### config.mk
export PLATFORM = sky130hd
export DESIGN_NAME = uart_echo_engine
export DESIGN_NICKNAME = d
export VERILOG_FILES = /design/src/rtl/uart_echo_engine.sv
export SDC_FILE = /design/constraint.sdc
export NUM_CORES = 1
export LEC_CHECK = 0
export ABC_AREA = 1
export CORE_ASPECT_RATIO = 1.2
export CORE_MARGIN = 2
export CORE_UTILIZATION = 28
export CTS_CLUSTER_DIAMETER = 120
export DETAILED_ROUTE_END_ITERATION = 8
export GPL_TIMING_DRIVEN = 0
export PLACE_DENSITY = 0.42
export SYNTH_ARGS = -nofsm -noshare
export SYNTH_HDL_FRONTEND = slang
export SYNTH_SLANG_ARGS = --single-unit
export TNS_END_PERCENT = 5
### constraint.sdc
create_clock -name clk -period 4.5 [get_ports clk]
set_input_delay 0.45 -clock clk [delete_from_list [all_inputs] [get_ports clk]]
set_output_delay 0.45 -clock clk [all_outputs]
set_load 0.005 [all_outputs]
### src/rtl/uart_echo_engine.sv
// Echo controller between a uart RX FIFO read side and TX FIFO write side.
// Immediate mode echoes each byte; line mode buffers up to a terminator and replays the line.
module uart_echo_engine #(
    parameter int              DBIT       = 8,
    parameter int              DEPTH_LOG2 = 4,
    parameter logic [DBIT-1:0] TERM       = 8'h0D
) (
    input  logic            clk,
    input  logic            rst,
    input  logic            mode,
    input  logic            rx_empty,
    input  logic [DBIT-1:0] r_data,
    output logic            rd_uart,
    input  logic            tx_full,
    output logic            wr_uart,
    output logic [DBIT-1:0] w_data,
    output logic            busy,
    output logic            overflow,
    output logic [15:0]     echo_count
);

    localparam int                    DEPTH = 2 ** DEPTH_LOG2;
    localparam logic [DEPTH_LOG2-1:0] LAST  = '1;

    typedef enum logic [1:0] {
        IDLE   = 2'd0,
        POP    = 2'd1,
        PUSH   = 2'd2,
        REPLAY = 2'd3
    } state_t;

    state_t                state;
    logic                  mode_q;
    logic [DEPTH_LOG2-1:0] wr_ptr;
    logic [DEPTH_LOG2-1:0] rd_ptr;
    logic [DBIT-1:0]       hold;
    logic [DBIT-1:0]       line_buf [DEPTH];

    function automatic logic is_term(input logic [DBIT-1:0] b);
        return (b == TERM);
    endfunction

    assign rd_uart = (state == POP);
    assign busy    = (state != IDLE);
    // wr_uart reacts to tx_full in the same cycle so a stall never loses or repeats a byte
    assign wr_uart = ((state == PUSH) || (state == REPLAY)) && !tx_full;

    always_comb begin
        w_data = '0;
        case (state)
            PUSH:    w_data = hold;
            REPLAY:  w_data = line_buf[rd_ptr];
            default: w_data = '0;
        endcase
    end

    // Line storage: written only while popping in line mode, never cleared
    always_ff @(posedge clk) begin
        if (!rst && (state == POP) && mode_q) begin
            line_buf[wr_ptr] <= r_data;
        end
    end

    always_ff @(posedge clk) begin
        if (rst) begin
            state      <= IDLE;
            mode_q     <= 1'b0;
            wr_ptr     <= '0;
            rd_ptr     <= '0;
            hold       <= '0;
            overflow   <= 1'b0;
            echo_count <= '0;
        end else begin
            if (wr_uart) begin
                echo_count <= echo_count + 16'd1;
            end
            case (state)
                IDLE: begin
                    if (!rx_empty) begin
                        mode_q <= mode;
                        state  <= POP;
                    end
                end
                POP: begin
                    hold <= r_data;
                    if (!mode_q) begin
                        state <= PUSH;
                    end else if (is_term(r_data)) begin
                        rd_ptr <= '0;
                        state  <= REPLAY;
                    end else if (wr_ptr == LAST) begin
                        // Buffer full without a terminator: flush what we have
                        overflow <= 1'b1;
                        rd_ptr   <= '0;
                        state    <= REPLAY;
                    end else begin
                        wr_ptr <= wr_ptr + 1'b1;
                        state  <= IDLE;
                    end
                end
                PUSH: begin
                    if (!tx_full) begin
                        state <= IDLE;
                    end
                end
                REPLAY: begin
                    if (!tx_full) begin
                        if (rd_ptr == wr_ptr) begin
                            rd_ptr <= '0;
                            wr_ptr <= '0;
                            state  <= IDLE;
                        end else begin
                            rd_ptr <= rd_ptr + 1'b1;
                        end
                    end
                end
                default: state <= IDLE;
            endcase
        end
    end

endmodule

# --- After elaboration in Yosys (flattened, before gate mapping) ---
# Memories as Yosys holds them, arrays and structs flattened. A register that Yosys moved wholly into a read port is not among the register bits.
# Cells that the tools add are included.
word_totals:
  reg_bits: 36
  ramBits: 128
  elab_cells: 66
  n_memories: 1
mem_list:
  columns: ["name", "depth", "word_bits", "read_ports", "rd_clocked_by_memory_dff", "write_ports", "line", "rtl"]
  rows:
  - ["line_buf", 16, 8, 1, 1, 1, "37", "logic [DBIT-1:0] line_buf [DEPTH];"]
op_classes:
  n_addsub: 3
  n_eq_ne: 14
  mux: 25
  bitwise: 2
  reduce_logical: 14
ops:
  columns: ["op", "count"]
  rows:
  - ["2-to-1 mux 4 bit", 12]
  - ["adder 16 x 1 -> 16 bit, second input constant", 1]
  - ["one-hot mux 4 bit (2 select lines)", 2]
  - ["one-hot mux 8 bit (2 select lines)", 1]
  - ["2-to-1 mux 2 bit", 7]
  - ["AND reduction 4 bit", 3]
  - ["inequality test 2 bit, second input constant", 5]
  - ["adder 4 x 1 -> 4 bit, second input constant", 2]
  - ["== test 8 x 4 -> 1 bit, second input constant", 1]
  - ["one-hot mux 2 bit (4 select lines)", 1]
  - ["AND reduction 6 bit", 1]
  - ["== test 2 bit, second input constant", 2]
  - ["== test 4 bit", 1]
  - ["== test 4 bit, second input constant", 1]
  - ["inequality test 2 x 1 -> 1 bit, second input constant", 2]
  - ["nonzero test 2 bit", 2]
  - ["logical AND 1 bit", 3]
  - ["inequality test 3 x 1 -> 1 bit, second input constant", 1]
  - ["== test 2 x 1 -> 1 bit, second input constant", 1]
  - ["logical NOT 1 bit", 2]
  - ["logical NOT 2 bit", 1]
  - ["2-to-1 mux 1 bit", 2]
  - ["NOT 1 bit", 2]
  - ["AND reduction 2 bit", 1]
  - ["logical OR 1 bit", 1]

# --- Depth between registers and ports, before layout ---
logic_depth:
  word_depth: 7
  mapped_depth: 11
  ltp_nobuf: 11

# --- Worst setup path after synthesis ---
# OpenSTA, ideal clock, no wires.
synth_path:
  path_kind: "register to register"
  start: "register state[0]"
  end: "memory line_buf[11][0], enable pin"
  setup_time_ns: 0.383
  arrival_time_ns: 1.521
  setup_slack_ns: 2.595
  stages_incl_launch_ff: 7
  path_cell_list: "dfxtp_1 > inv_2 > nor2_4 > inv_2 > nor3_4 > inv_2 > nor3_1"
synth_between:
  elab_chain_cells: 5
synth_rtl:
  columns: ["element", "line", "rtl"]
  rows:
  - ["start, declared", "32", "state_t state;"]
  - ["start signal, assigned", "66", "state <= IDLE;"]
  - ["start signal, assigned", "81", "state <= POP;"]
  - ["start signal, assigned", "87", "state <= PUSH;"]
  - ["== test 2 x 1 -> 1 bit", "59", "if (!rst && (state == POP) && mode_q) begin"]
  - ["logical AND 1 bit (2 in a row)", "59", null]
  - ["2-to-1 mux 1 bit", "59", null]
  - ["2-to-1 mux 1 bit (implied by the code)", "60", "line_buf[wr_ptr] <= r_data;"]
  - ["end, declared", "37", null]
# No other way between the ends.

==> results.yml <==
run_status:
  status: "complete, no violations"
routing:
  routed_via_density: 4.54
  ant_nets: 0
  drt_wl_total_microns: 20700
  firstDrtPassIters: 5
  drc: 0
  wl_per_cell_microns: 18.0
  dr.first_iter.drc_count: 313
  via_count: 5235
worst_setup_path:
  worstPathCellList: "clkinv_1, clkbuf_1, o211ai_1, nand2_1, nand2_1, nand3_1, nand2_1, clkdlybuf4s50_1"
  worst_ep_required_time_ps: 4050
  cp_num_buf_inv: 3
  slowest_delay_ps: 520
  setup.worst_path.class: "reg -> out"
  reg2reg_slack_ps: 1970
  arrival_ps: 2820
  cp-start-kind: "register"
  path_common_cell: "nand2_1"
  crit_slowest_cell: "dfxtp_1"
  cp-end-kind: "output pin"
  timing.rr.start: "state[0]$_SDFFE_PP0P_"
  crit_fanout: 10
  cp_top_family: "buffers and inverters"
floorplanning:
  die_x_microns: 151
  io_pins: 41
  die_h_microns: 181
  rows: 64
  core-area_sq_um: 25500
  dieArea_sq_um: 27400
  initial_utilization: 0.286
power_and_ir_drop:
  ir_drop_v: 0.000250
  power_density_nw_per_um2: 467
  leakagePower_nw: 3.22
yosys:
  synth_area_sq_um: 7300
  syn_inst: 750
  synth_area_per_cell_sq_um: 9.73
  syn_nets: 769
  ys_ff_latch: 168
  synth_top_area_frac: 0.526
  synth_area_leaders: "edfxtp_1 53%, dfxtp_1 11%, nor2_1 8.8%"
  synthArstFlopShare: 0
  ys_seq_area_frac: 0.636
  synth_edf_count: 128
  synth.largest_area_cell: "edfxtp_1"
  ys_warn_count: 0
  synth_cell_types: 32
  ys.flop_type: "edfxtp_1"
finish:
  multiInputGateArea_sq_um: 2300
  n_antenna_cell: 0
  fill_cells: 2573
  final_cells: 1152
  area_delta_synth_final_pct: 19.6
  drive_gt1_frac: 0.0925
  ff_latch_area_sq_um: 4640
  nNetsFinal: 828
timing:
  fin_tns_setup_ps: 0
  slew_violations: 0
  fin_worst_skew_ps: 7.36
  worst_slew_pin_slew_ps: 1270
  slew-limit-headroom: 0.145
  fin_crit_ps: 3270
  rsz0062_at_grt: "no"
  max_freq_mhz: 306
  finalCritPeriodShare: 0.726
  hold_violations: 0
  finalSetupViolations: 0
clock_network:
  clk_pin_slew_worst_paths_ps: 70
  cts_buffers: 17
  cts_setup_buffers: 0
  cts_htree_levels: 4
  hold_buffers: 0
  root_buffer: "clkbuf_16"
  clk_path_buf_depth: 2
  cts_tree: "yes"
  insertion_delay_ps: 430
  cts_resized: 0
  clock_sink_count: 168
global_route:
  antenna_found_initial: 0
  grtUsageTotal: 0.158
  grt_pass1_vias: 5234
  grt_overflow: 0
  grt_pass1_wl_microns: 31500
  grt_max_degree: 19
place:
  hpwl_microns: 14300
  globalplace.congestion: 0.806
  dp.cells: 1120
  numPortBuffers: 40
worst_hold_path:
  hold_class: "reg -> reg"
  min_from: "echo_count[12]$_SDFFE_PP0P_"
flow_run:
  drv_cap: 0
-- metal layers --
layer / GRT usage / routed length (microns) / part of all wire
met5: 0 / 0 / 0
met4: 0.0583 / 580 / 0.028
met3: 0.0306 / 792 / 0.038
met2: 0.260 / 9970 / 0.48
met1: 0.204 / 9400 / 0.45
-- stage by stage --
stage | util | total power [W] | setup WS [ps] | area (sq um) | hold slack, ps
4_1_cts | 0.342 | 0.00412 | 1190 | 8730 | 498
2_1_floorplan | - | 0.00233 | 2600 | 7300 | 468
5_1_grt | 0.342 | 0.00427 | 1110 | 8730 | 524
3_3_place_gp | 0.318 | 0.00263 | 1490 | 8110 | 476
6_report | 0.342 | 0.00408 | 1230 | 8730 | 496
3_5_place_dp | 0.318 | 0.00263 | 1610 | 8120 | 480
-- state kept, by name, summed over array words and instances, names as in the netlist, named ones only --
name        flops
wr_ptr          4
echo_count     16
line_buf      128
mode_q          1
rd_ptr          4
hold            8
overflow        1
state           2
-- worst register-to-register path: stages (launching register included) --
cell,delay (ps)
dfxtp_1,430
inv_2,80
nor2_4,190
inv_2,110
nor3_4,230
inv_2,110
nor3_1,980
-- layout by cell type, fill, tap and decap left out, types with 4 or more instances in the layout --
cell type and instances:
a21oi_1 19, buf_2 16, clkbuf_1 11, clkbuf_16 21, clkdlybuf4s50_1 40, dfxtp_1 40, edfxtp_1 128, ha_1 6
inv_1 47, inv_2 6, inv_4 4, nand2_1 134, nand2_2 4, nand3_1 43, nand4_1 6, nor2_1 172
o211ai_1 14, o21ai_0 74
-- cell type report --
class,instances,area share
sequential,168,0.532
multi-input combinational,498,0.264
clock buffer,24,0.0638
tap,330,0.0473
timing repair buffer,40,0.0458
inverter,53,0.0231
buffer,31,0.0186
clock inverter,8,0.00602
-- cell usage after synthesis, types with 3 or more instances --
cell and number:
nor2_1 172, nand2_1 134, nand3_1 43, o21ai_1 3, buf_2 16, nor2_2 3, o21ai_0 74, nor3_1 5
ha_1 6, o211ai_1 14, a21oi_1 19, nand4_1 6, dfxtp_1 40, inv_1 45, edfxtp_1 128, clkbuf_1 10
buf_4 3, nor2_4 3, inv_2 6, nand2_2 4
-- kinds of logic after synthesis --
logic type                 after synthesis  synth area share
AOI/OAI and AO/OA                      114            0.0843
xor gates and xnor gates                 2           0.00240
adders and majority gates                6            0.0103
buffers and inverters                   84            0.0499
DFF                                    168             0.636
and+or+nand+nor                        376             0.217
-- power breakdown --
group / leakage (nW) / switching, W / total (W) / internal [W]
logic: 1.44 / 0.000530 / 0.000793 / 0.000263
clock network: 0.311 / 0.000622 / 0.00149 / 0.000870
registers: 1.48 / 0.0000552 / 0.00179 / 0.00174
total: 3.22 / 0.00121 / 0.00408 / 0.00287
-- final timing paths --
| path | end | depth (start not counted) |
|---|---|---|
| worst max-delay path | w_data[2] | 8 |
| worst max register to register | line_buf[3][3]$_DFFE_PP_ | 6 |
| worst min register to register | echo_count[12]$_SDFFE_PP0P_ | 2 |
| worst min-delay path | echo_count[12]$_SDFFE_PP0P_ | 2 |
No activity file was read; power rests on OpenSTA's default activity.
